### src/rtl/spi_cmd_handler_if.sv
// Byte-in / frame-out bus between the SPI slave shifter and the command
// handler. The shifter (or a bench standing in for it) is the master side.
interface spi_cmd_handler_if;
  logic [7:0]  i_rx_byte;
  logic        i_rx_tgl;
  logic        i_spi_cs;
  logic [39:0] o_tx_frame;
  logic        o_tx_frame_valid;
  logic        o_busy;
  logic [7:0]  o_err_cnt;

  modport master (
    output i_rx_byte, i_rx_tgl, i_spi_cs,
    input  o_tx_frame, o_tx_frame_valid, o_busy, o_err_cnt
  );

  modport slave (
    input  i_rx_byte, i_rx_tgl, i_spi_cs,
    output o_tx_frame, o_tx_frame_valid, o_busy, o_err_cnt
  );
endinterface

### src/rtl/spi_cmd_handler.sv
// SPI command decoder: brings each received byte across from the SPI clock
// domain via a toggle synchroniser, runs READ_ID / WRITE_REG / READ_REG over
// a small register file and builds the 40-bit frame for the tx shifter.
module spi_cmd_handler #(
  parameter logic [39:0] ID_WORD     = 40'h5925A2B012,
  parameter int          NUM_REGS    = 8,
  parameter int          SYNC_STAGES = 2
) (
  input  logic clk_12MHz,
  input  logic i_rst_n,
  spi_cmd_handler_if.slave bus
);

  localparam int IDX_W = (NUM_REGS > 1) ? $clog2(NUM_REGS) : 1;

  localparam logic [1:0] ST_IDLE    = 2'd0;
  localparam logic [1:0] ST_WR_ADDR = 2'd1;
  localparam logic [1:0] ST_WR_DATA = 2'd2;
  localparam logic [1:0] ST_RD_ADDR = 2'd3;

  logic [SYNC_STAGES-1:0] tgl_sync_reg;
  logic [SYNC_STAGES-1:0] cs_sync_reg;
  logic                   tgl_prev_reg;
  logic                   cs_prev_reg;
  logic                   byte_evt;
  logic                   cs_rise;

  logic [1:0]  state_reg, state_next;
  logic [7:0]  addr_reg, addr_next;
  logic [7:0]  err_reg, err_next;
  logic [39:0] frame_reg, frame_next;
  logic        load_next, load_reg;
  logic        valid_reg;
  logic        busy_reg;
  logic        err_inc;
  logic        wr_en;
  logic [7:0]  rd_data;
  logic        byte_in_range;
  logic        addr_in_range;

  logic [7:0]  regs_reg [NUM_REGS];

  // Synchronise the rx toggle and chip select, and keep the last synced
  // value of each for edge detection.
  always_ff @(posedge clk_12MHz or negedge i_rst_n) begin
    if (!i_rst_n) begin
      tgl_sync_reg <= '0;
      cs_sync_reg  <= '0;
      tgl_prev_reg <= 1'b0;
      cs_prev_reg  <= 1'b0;
    end else begin
      tgl_sync_reg <= {tgl_sync_reg[SYNC_STAGES-2:0], bus.i_rx_tgl};
      cs_sync_reg  <= {cs_sync_reg[SYNC_STAGES-2:0], bus.i_spi_cs};
      tgl_prev_reg <= tgl_sync_reg[SYNC_STAGES-1];
      cs_prev_reg  <= cs_sync_reg[SYNC_STAGES-1];
    end
  end

  assign byte_evt = tgl_sync_reg[SYNC_STAGES-1] ^ tgl_prev_reg;
  assign cs_rise  = cs_sync_reg[SYNC_STAGES-1] & ~cs_prev_reg;

  // The rx byte is stable long after the toggle, so it is used unsynchronised.
  assign byte_in_range = ({1'b0, bus.i_rx_byte} < 9'(NUM_REGS));
  assign addr_in_range = ({1'b0, addr_reg} < 9'(NUM_REGS));
  assign rd_data = byte_in_range ? regs_reg[bus.i_rx_byte[IDX_W-1:0]] : 8'h00;

  // Command FSM: one step per received byte; a CS rise aborts and wins over
  // a byte arriving in the same cycle.
  always_comb begin
    state_next = state_reg;
    addr_next  = addr_reg;
    frame_next = frame_reg;
    load_next  = 1'b0;
    err_inc    = 1'b0;
    wr_en      = 1'b0;
    if (cs_rise) begin
      state_next = ST_IDLE;
    end else if (byte_evt) begin
      case (state_reg)
        ST_IDLE: begin
          case (bus.i_rx_byte)
            8'h00: state_next = ST_IDLE;
            8'h01: begin
              frame_next = ID_WORD;
              load_next  = 1'b1;
            end
            8'h02: state_next = ST_WR_ADDR;
            8'h03: state_next = ST_RD_ADDR;
            default: err_inc = 1'b1;
          endcase
        end
        ST_WR_ADDR: begin
          addr_next  = bus.i_rx_byte;
          state_next = ST_WR_DATA;
        end
        ST_WR_DATA: begin
          wr_en      = addr_in_range;
          err_inc    = ~addr_in_range;
          state_next = ST_IDLE;
        end
        default: begin
          // Frame carries the error count from before this read's own error.
          frame_next = {8'h03, bus.i_rx_byte, rd_data, err_reg, 8'h00};
          load_next  = 1'b1;
          err_inc    = ~byte_in_range;
          state_next = ST_IDLE;
        end
      endcase
    end
  end

  assign err_next = (err_inc && err_reg != 8'hFF) ? err_reg + 8'd1 : err_reg;

  // Control state, frame, error counter and the delayed frame-valid pulse.
  always_ff @(posedge clk_12MHz or negedge i_rst_n) begin
    if (!i_rst_n) begin
      state_reg <= ST_IDLE;
      addr_reg  <= 8'h00;
      frame_reg <= 40'h0;
      load_reg  <= 1'b0;
      valid_reg <= 1'b0;
      busy_reg  <= 1'b0;
      err_reg   <= 8'h00;
    end else begin
      state_reg <= state_next;
      addr_reg  <= addr_next;
      frame_reg <= frame_next;
      load_reg  <= load_next;
      valid_reg <= load_reg;
      busy_reg  <= (state_next != ST_IDLE);
      err_reg   <= err_next;
    end
  end

  genvar gi;
  generate
    for (gi = 0; gi < NUM_REGS; gi++) begin : g_regs
      // One register-file entry, written only by a completed in-range WRITE_REG.
      always_ff @(posedge clk_12MHz or negedge i_rst_n) begin
        if (!i_rst_n) begin
          regs_reg[gi] <= 8'h00;
        end else if (wr_en && addr_reg[IDX_W-1:0] == IDX_W'(gi)) begin
          regs_reg[gi] <= bus.i_rx_byte;
        end
      end
    end
  endgenerate

  assign bus.o_tx_frame       = frame_reg;
  assign bus.o_tx_frame_valid = valid_reg;
  assign bus.o_busy           = busy_reg;
  assign bus.o_err_cnt        = err_reg;

endmodule

### src/flat_wrapper.sv
// flat-port wrapper written by rule: the top's interface ports become plain ports
module spi_cmd_handler_flat 
#(
  parameter logic [39:0] ID_WORD     = 40'h5925A2B012,
  parameter int          NUM_REGS    = 8,
  parameter int          SYNC_STAGES = 2
)
  (clk_12MHz, i_rst_n, bus_i_rx_byte, bus_i_rx_tgl, bus_i_spi_cs, bus_o_tx_frame, bus_o_tx_frame_valid, bus_o_busy, bus_o_err_cnt);
  spi_cmd_handler_if bus_i ();
  input  logic clk_12MHz;
  input  logic i_rst_n;
  input wire logic [$bits(bus_i.i_rx_byte)-1:0] bus_i_rx_byte;
  input wire logic [$bits(bus_i.i_rx_tgl)-1:0] bus_i_rx_tgl;
  input wire logic [$bits(bus_i.i_spi_cs)-1:0] bus_i_spi_cs;
  output wire logic [$bits(bus_i.o_tx_frame)-1:0] bus_o_tx_frame;
  output wire logic [$bits(bus_i.o_tx_frame_valid)-1:0] bus_o_tx_frame_valid;
  output wire logic [$bits(bus_i.o_busy)-1:0] bus_o_busy;
  output wire logic [$bits(bus_i.o_err_cnt)-1:0] bus_o_err_cnt;
  assign bus_i.i_rx_byte = bus_i_rx_byte;
  assign bus_i.i_rx_tgl = bus_i_rx_tgl;
  assign bus_i.i_spi_cs = bus_i_spi_cs;
  assign bus_o_tx_frame = bus_i.o_tx_frame;
  assign bus_o_tx_frame_valid = bus_i.o_tx_frame_valid;
  assign bus_o_busy = bus_i.o_busy;
  assign bus_o_err_cnt = bus_i.o_err_cnt;
  spi_cmd_handler #(.ID_WORD(ID_WORD), .NUM_REGS(NUM_REGS), .SYNC_STAGES(SYNC_STAGES)) u_core (.clk_12MHz(clk_12MHz), .i_rst_n(i_rst_n), .bus(bus_i));
endmodule
### config.mk
export PLATFORM = sky130hd
export DESIGN_NAME = spi_cmd_handler_flat
export DESIGN_NICKNAME = d
export VERILOG_FILES = /design/src/rtl/spi_cmd_handler_if.sv /design/src/rtl/spi_cmd_handler.sv /design/src/flat_wrapper.sv
export SDC_FILE = /design/constraint.sdc
export NUM_CORES = 1
export LEC_CHECK = 0
export ABC_AREA = 0
export ABC_CLOCK_PERIOD_IN_PS = 2090
export BUFFER_PORTS_ARGS = -buffer_cell sky130_fd_sc_hd__buf_2
export CAP_MARGIN = 30
export CORE_MARGIN = 2
export CORE_UTILIZATION = 35
export CTS_CLUSTER_DIAMETER = 80
export DETAILED_ROUTE_END_ITERATION = 8
export SYNTH_ARGS = -nofsm -noshare
export SYNTH_HDL_FRONTEND = slang
export SYNTH_SLANG_ARGS = --single-unit
### constraint.sdc
create_clock -name clk_12MHz -period 2.09 [get_ports clk_12MHz]
set_input_delay 0.3135 -clock clk_12MHz [delete_from_list [all_inputs] [get_ports clk_12MHz]]
set_output_delay 0.3135 -clock clk_12MHz [all_outputs]
set_load 0.005 [all_outputs]
==> results.tsv, run 1 <==
metric	value	unit
initialDrtViolationCount	272	
cts_root_buffer	clkbuf_16	
vias	3329	
outcome	complete, no violations	
avgSynthCellArea	14.3	µm²
die-area	0.0160	mm²
synth_cell_types	47	
hp-start	u_core.cs_sync_reg[0]	
crit_required	2.39	ns
slew_viol_final	0	
r2r_start	u_core.addr_reg[7]	
min_period	1.99	ns
cp_max_fo	8	
finalHoldViolations	0	
fill_cells	1278	
coreArea	0.0146	mm²
routedWlPerCell	18.2	µm
final_cells	649	
fp.dieH	127	µm
ys.flop_type	dfrtp_1	
synth.area.top_cells	dfrtp_1 (56%), mux2_2 (16%), mux4_2 (6.8%)	
synth_edf_count	0	
ff2ff_path_depth	5	
syn_inst	369	
max_freq	502	MHz
start_util	36.1	%
viasPerCell	5.13	
netlist.area_leader.share	56.1	%
synth_top_area_cell	dfrtp_1	
post-synth-top-count-cell	dfrtp_1	
ir_drop	0.000750	V
ys_warn_count	0	
cts.sinks	118	
synthToLayoutAreaGrowth	25.9	%
start_kind	register	
relSlewSlack	60.2	%
synth_seq_cells	118	
p_total	8.04	mW
power.density	1210	mW/mm²
tritoncts	yes	
place_inst	613	
seq_area_frac_synth	56.1	%
clk_latency	0.42	ns
slowest_delay	0.41	ns
fin_tns_setup	0	ns
dr.pass1.iters	4	
grt_max_degree	42	
final_nets	469	
dpl_worst_slack	-0.0548	ns
overflow	0	
rsz0062_at_grt	false	
n_antenna_cell	0	
worst_slack	0.0969	ns
clkPwrFrac	41.8	%
yosys-top-cells-count	dfrtp_1 (118), mux2_2 (74), mux4_2 (16)	
clkTransAtPathRegs	0.06	ns
fin_worst_skew	0.00739	ns
path_class	reg2reg	
crit_chain	or3_4, nor3_4, nand3b_2, nor3_4, mux2_2	
drc	0	
drt_wl_total	11.8	mm
arrival	2.29	ns
num_rows	44	
cts_inserted_buffers	17	
largest_register_ffs	64	
crit_path_end_kind	register	
maxCapViolations	0	
cp_slowest_cell	or3_4	
min_to	u_core.cs_sync_reg[1]	
grt_pass1_vias	3528	
port_buffers	52	
crit_top_cell	nor3_4	
tightestPinTransition	0.597	ns
ant_nets	0	
hpwl	8.15	mm
hp-class	reg2reg	
die_w	127	µm
reg2reg_slack	0.1	ns
ctsLongestPathBuffers	2	
grt_pass1_wl	19.3	mm
gp_congestion	0.836	
pwr-share-comb	21.0	%
r2r-end	u_core.regs_reg[45]	
leakagePower	3.09	nW
async_flop_share	100	%
power.internal	5.90	mW
sw_frac_of_total	26.6	%
ios	62	
seqPwrFrac	37.2	%
hold_depth	0	
synth.cell_area	0.00526	mm²
final_layout_size_suffix_gt1_share	48.2	%
grt_usage	16.0	%
setup_viol	0	
antenna_found_initial	0	
htreeDepth	4	
p_switching	2.14	mW
period_share	95.4	%
metrics by stage:
step | utilization (%) | cell area, µm² | hold slack (ns)
final | 45.4 | 6620 | 0.346
after global routing | 45.4 | 6620 | 0.367
after CTS | 45.2 | 6600 | 0.349
after detailed placement | 40.2 | 5870 | 0.336
after global placement | 40.2 | 5870 | 0.334
after floorplan | - | 5290 | 0.0179
logic make-up after synthesis:
logic type	count (synthesis)	synth area share (%)
other cells	1	0.0713
simple gates	63	7.30
flops	118	56.1
buf+inv	38	4.11
xor+xnor	8	1.33
compound gates	38	5.66
mux	98	24.2
fa+ha+maj	5	1.19
power groups by stage:
stage	combinational (mW)	sequential [mW]	clock [mW]
4_1_cts	1.69	2.99	3.41
3_5_place_dp	1.66	3.02	0
5_1_grt	1.87	3.04	3.52
2_1_floorplan	0.991	3.01	0
6_report	1.69	2.99	3.36
3_3_place_gp	1.62	2.99	0
worst max path at each step:
stage,from,endpoint,slack [ns],cells past startpoint
2_1_floorplan,u_core.bus.o_err_cnt[0],u_core.bus.o_err_cnt[7],0.21,6
3_3_place_gp,u_core.bus.o_err_cnt[0],u_core.bus.o_err_cnt[7],-0.03,6
3_5_place_dp,u_core.bus.o_err_cnt[0],u_core.bus.o_err_cnt[7],-0.05,6
4_1_cts,u_core.bus.o_err_cnt[0],u_core.bus.o_err_cnt[7],0.04,6
5_1_grt,u_core.addr_reg[7],u_core.regs_reg[44],0.008,5
6_report,u_core.addr_reg[7],u_core.regs_reg[45],0.1,5
repair_timing:
| item | CTS | global route |
|---|---|---|
| resized for setup | 1 | 3 |
| endpoints found under the hold margin | 40 | 0 |
| hold buffers | 3 | 0 |
| pin swaps | 1 | 1 |
| endpoints found under the setup margin | 1 | 12 |
| setup buffers | 1 | 0 |
per-layer routing:
layer	global-route usage, %	vias to the layer above	part of all wire (%)
li1	-	1494	-
met1	20.6	1723	43
met2	25.9	100	50
met3	5.02	12	6.3
met4	4.98	0	1.1
met5	0	-	0
placed cells by master, fill, tap and decap left out, types with 2 or more instances in the layout:
cell,instances
nor2_2,2
nand2_1,14
clkbuf_16,17
dfrtp_1,118
o21ai_0,7
mux2_2,74
buf_12,2
nand3_1,3
xor2_1,6
nor2_1,13
mux4_2,16
conb_1,9
clkinv_2,2
and3_1,3
bufinv_16,6
nand2_2,2
inv_1,3
mux2i_1,8
a21oi_1,3
buf_4,35
nor3_4,2
nor4_4,2
a22o_1,10
clkinvlp_4,2
dlygate4sd3_1,3
or3_1,2
nor2b_1,2
xnor2_1,2
nand2b_1,5
buf_2,51
o22a_1,10
clkbuf_8,3
clkinv_4,2
ha_1,5
nor3_1,4
nand3b_1,2
critical path, delay by kind of cell, from the launching register on:
kind	cells	cell delay, ns
multiplexers	1	0.39
AND/OR/NAND/NOR	4	1.13
flip-flops	1	0.37
layout make-up:
class	count	area, µm²	area share, %
multi-input combinational	221	2150	32.5
clock buffer	20	467	7.05
clock inverter	12	223	3.36
sequential	118	2950	44.6
tap	184	230	3.48
timing repair buffer	91	588	8.88
inverter	3	11.3	0.170
No activity file was read; power rests on OpenSTA's default activity.
==> inputs of run 2 (changes only) <==
Settings changed: ABC_CLOCK_PERIOD_IN_PS 2090 to 2300, BUFFER_PORTS_ARGS -buffer_cell sky130_fd_sc_hd__buf_2 to -buffer_cell sky130_fd_sc_hd__clkbuf_2.
Clock period 2.09 ns to 2.3 ns, I/O delays scaled along.
==> results.tsv, run 2 (synthesis gave the netlist of run 1 again) <==
metric	value	unit	change
outcome	complete, no violations		
start_kind	register		
hp-start	bus_i_rx_tgl		
register_area	0.00295	mm²	unchanged
relSlewSlack	57.1	%	-3.1 points
layout_common_cells	dfrtp_1 (118), mux2_2 (74), clkbuf_2 (51)		
setup_viol	0		unchanged
reg2reg_slack	0.19	ns	+0.09 ns
slowest_delay	0.44	ns	+0.03 ns
cp_max_fo	8		unchanged
crit_chain	ha_1, and3_1, a311oi_1, o211ai_2, nor4_1, xor2_1		
cts_inserted_buffers	17		unchanged
vias	3191		-4.1%
cp_slowest_cell	dfrtp_1		
period_share	91.7	%	-3.6 points
layout_commonest_cell	dfrtp_1		
pwr-share-comb	20.4	%	-0.6 points
final_area	0.00635	mm²	-4.2%
ctsLongestPathBuffers	2		unchanged
fp.dieH	127	µm	unchanged
htreeDepth	4		unchanged
initialDrtViolationCount	172		-37%
r2r_start	u_core.bus.o_err_cnt[0]		
die_w	127	µm	unchanged
crit_path_end_kind	register		
clkPwrFrac	37.7	%	-4.1 points
final_nets	453		-3.4%
slew_viol_final	0		unchanged
cp_top_family	simple AND/OR/NAND/NOR gates		
post_dp_cell_area	0.00577	mm²	-1.7%
dr.pass1.iters	4		unchanged
arrival	2.43	ns	+0.14 ns
seqPwrFrac	41.9	%	+4.7 points
hp-class	in2reg		
final_layout_size_suffix_gt1_share	46.3	%	-1.8 points
rsz0062_at_grt	false		
fill_cells	1318		+3.1%
ios	62		unchanged
maxCapViolations	0		unchanged
path_class	reg2reg		
r2r-end	u_core.bus.o_err_cnt[7]		
synthToLayoutAreaGrowth	20.7	%	
ant_nets	0		unchanged
ir_drop	0.000537	V	-28%
grt_usage	15.5	%	-0.45 points
startpoint	u_core.bus.o_err_cnt[0]		
antenna_found_initial	0		unchanged
multi_input_area	0.00212	mm²	-1.4%
drc	0		unchanged
power.density	1040	mW/mm²	-14%
fin_worst_skew	0.0159	ns	+0.00848 ns
clk_latency	0.41	ns	about the same
hold_depth	1		+1
drt_wl_total	11.3	mm	-4.0%
finalHoldViolations	0		unchanged
routedWlPerCell	17.9	µm	-1.6%
leakagePower	2.94	nW	-4.9%
overflow	0		unchanged
grt_pass1_vias	3510		-0.51%
power.internal	4.72	mW	-20%
num_rows	44		unchanged
sw_frac_of_total	28.7	%	+2.1 points
n_antenna_cell	0		unchanged
gp_congestion	0.814		-2.6%
cts.sinks	118		unchanged
post_cts_buffers	0		-1
cts_root_buffer	clkbuf_16		
port_buffers	52		unchanged
min_period	2.11	ns	+0.117 ns
die-area	0.0160	mm²	unchanged
tritoncts	yes		
grt_pass1_wl	19.1	mm	-1.3%
crit_buf_inv	0		unchanged
hpwl	7.72	mm	-5.3%
tightestPinTransition	0.639	ns	+0.0422 ns
ff2ff_path_depth	6		+1
max_freq	474	MHz	-5.5%
min_to	u_core.tgl_sync_reg[0]		
viasPerCell	5.04		-1.7%
crit_required	2.62	ns	+0.23 ns
largest_register_ffs	64		unchanged
grt_max_degree	70		+67%
fin_tns_setup	0	ns	unchanged
clkTransAtPathRegs	0.05	ns	about the same
p_switching	1.90	mW	-11%
start_util	36.1	%	unchanged
coreArea	0.0146	mm²	unchanged
## run 2: cell types whose count changed in the layout (fill, tap and decap cells not counted), moves of 2 or more
cell,delta
dlygate4sd3_1,-2
buf_4,-14
buf_2,-51
clkinv_2,+3
clkbuf_2,+51
clkinvlp_4,+2
bufinv_16,-5
## run 2: power groups by stage
| stage | Combinational (mW) | Clock [mW] | Sequential (mW) |
|---|---|---|---|
| global route | 1.51 | 2.66 | 2.84 |
| detailed placement | 1.36 | 0 | 2.81 |
| global placement | 1.34 | 0 | 2.79 |
| finish | 1.35 | 2.50 | 2.78 |
| floorplan | 0.901 | 0 | 2.74 |
| CTS | 1.37 | 2.55 | 2.78 |
## run 2: through the flow
step                      power, mW  cells  setup slack, ns  hold slack (ns)  utilization [%]
after global placement         4.13    600            0.262            0.154             39.5
final                          6.63    633            0.190           0.0554             43.5
after floorplan                3.64    377            0.423           0.0494                -
after global routing           7.02    633           0.0350           0.0291             43.5
after CTS                      6.71    633            0.208           0.0378             43.5
after detailed placement       4.18    600            0.205            0.155             39.5
## run 2: worst register-to-register path: stages (launching register included)
cell	delay (ns)
dfrtp_1	0.44
ha_1	0.25
and3_1	0.19
a311oi_1	0.32
o211ai_2	0.25
nor4_1	0.40
xor2_1	0.18
## run 2: repair_timing
item                      in CTS  in global routing
hold buffers                   1                  0
resized for setup              0                  0
hold endpoints to repair       7                  0
## run 2: layout make-up
type | count | share of cell area, %
timing repair buffer | 75 | 7.29
tap | 184 | 3.63
clock inverter | 12 | 1.62
inverter | 3 | 0.177
clock buffer | 20 | 7.35
multi-input combinational | 221 | 33.4
sequential | 118 | 46.5
## run 2: routing by layer
metal / part of all wire, % / wire [µm] / vias to the layer above / global-route usage (%)
li1: - / - / 1454 / -
met1: 45 / 5140 / 1640 / 20.0
met2: 49 / 5580 / 85 / 25.0
met3: 3.9 / 443 / 12 / 4.34
met4: 1.4 / 164 / 0 / 6.08
met5: 0 / 0 / - / 0
## run 2: worst max-delay path by stage
stage                           endpoint  depth (start not counted)  slack, ns
6_report         u_core.bus.o_err_cnt[7]                          6       0.19
5_1_grt          u_core.bus.o_err_cnt[7]                          6       0.03
4_1_cts              u_core.regs_reg[62]                          6       0.21
3_5_place_dp   u_core.bus.o_tx_frame[16]                          6       0.20
3_3_place_gp         u_core.regs_reg[56]                          6       0.26
2_1_floorplan    u_core.bus.o_err_cnt[7]                          6       0.42
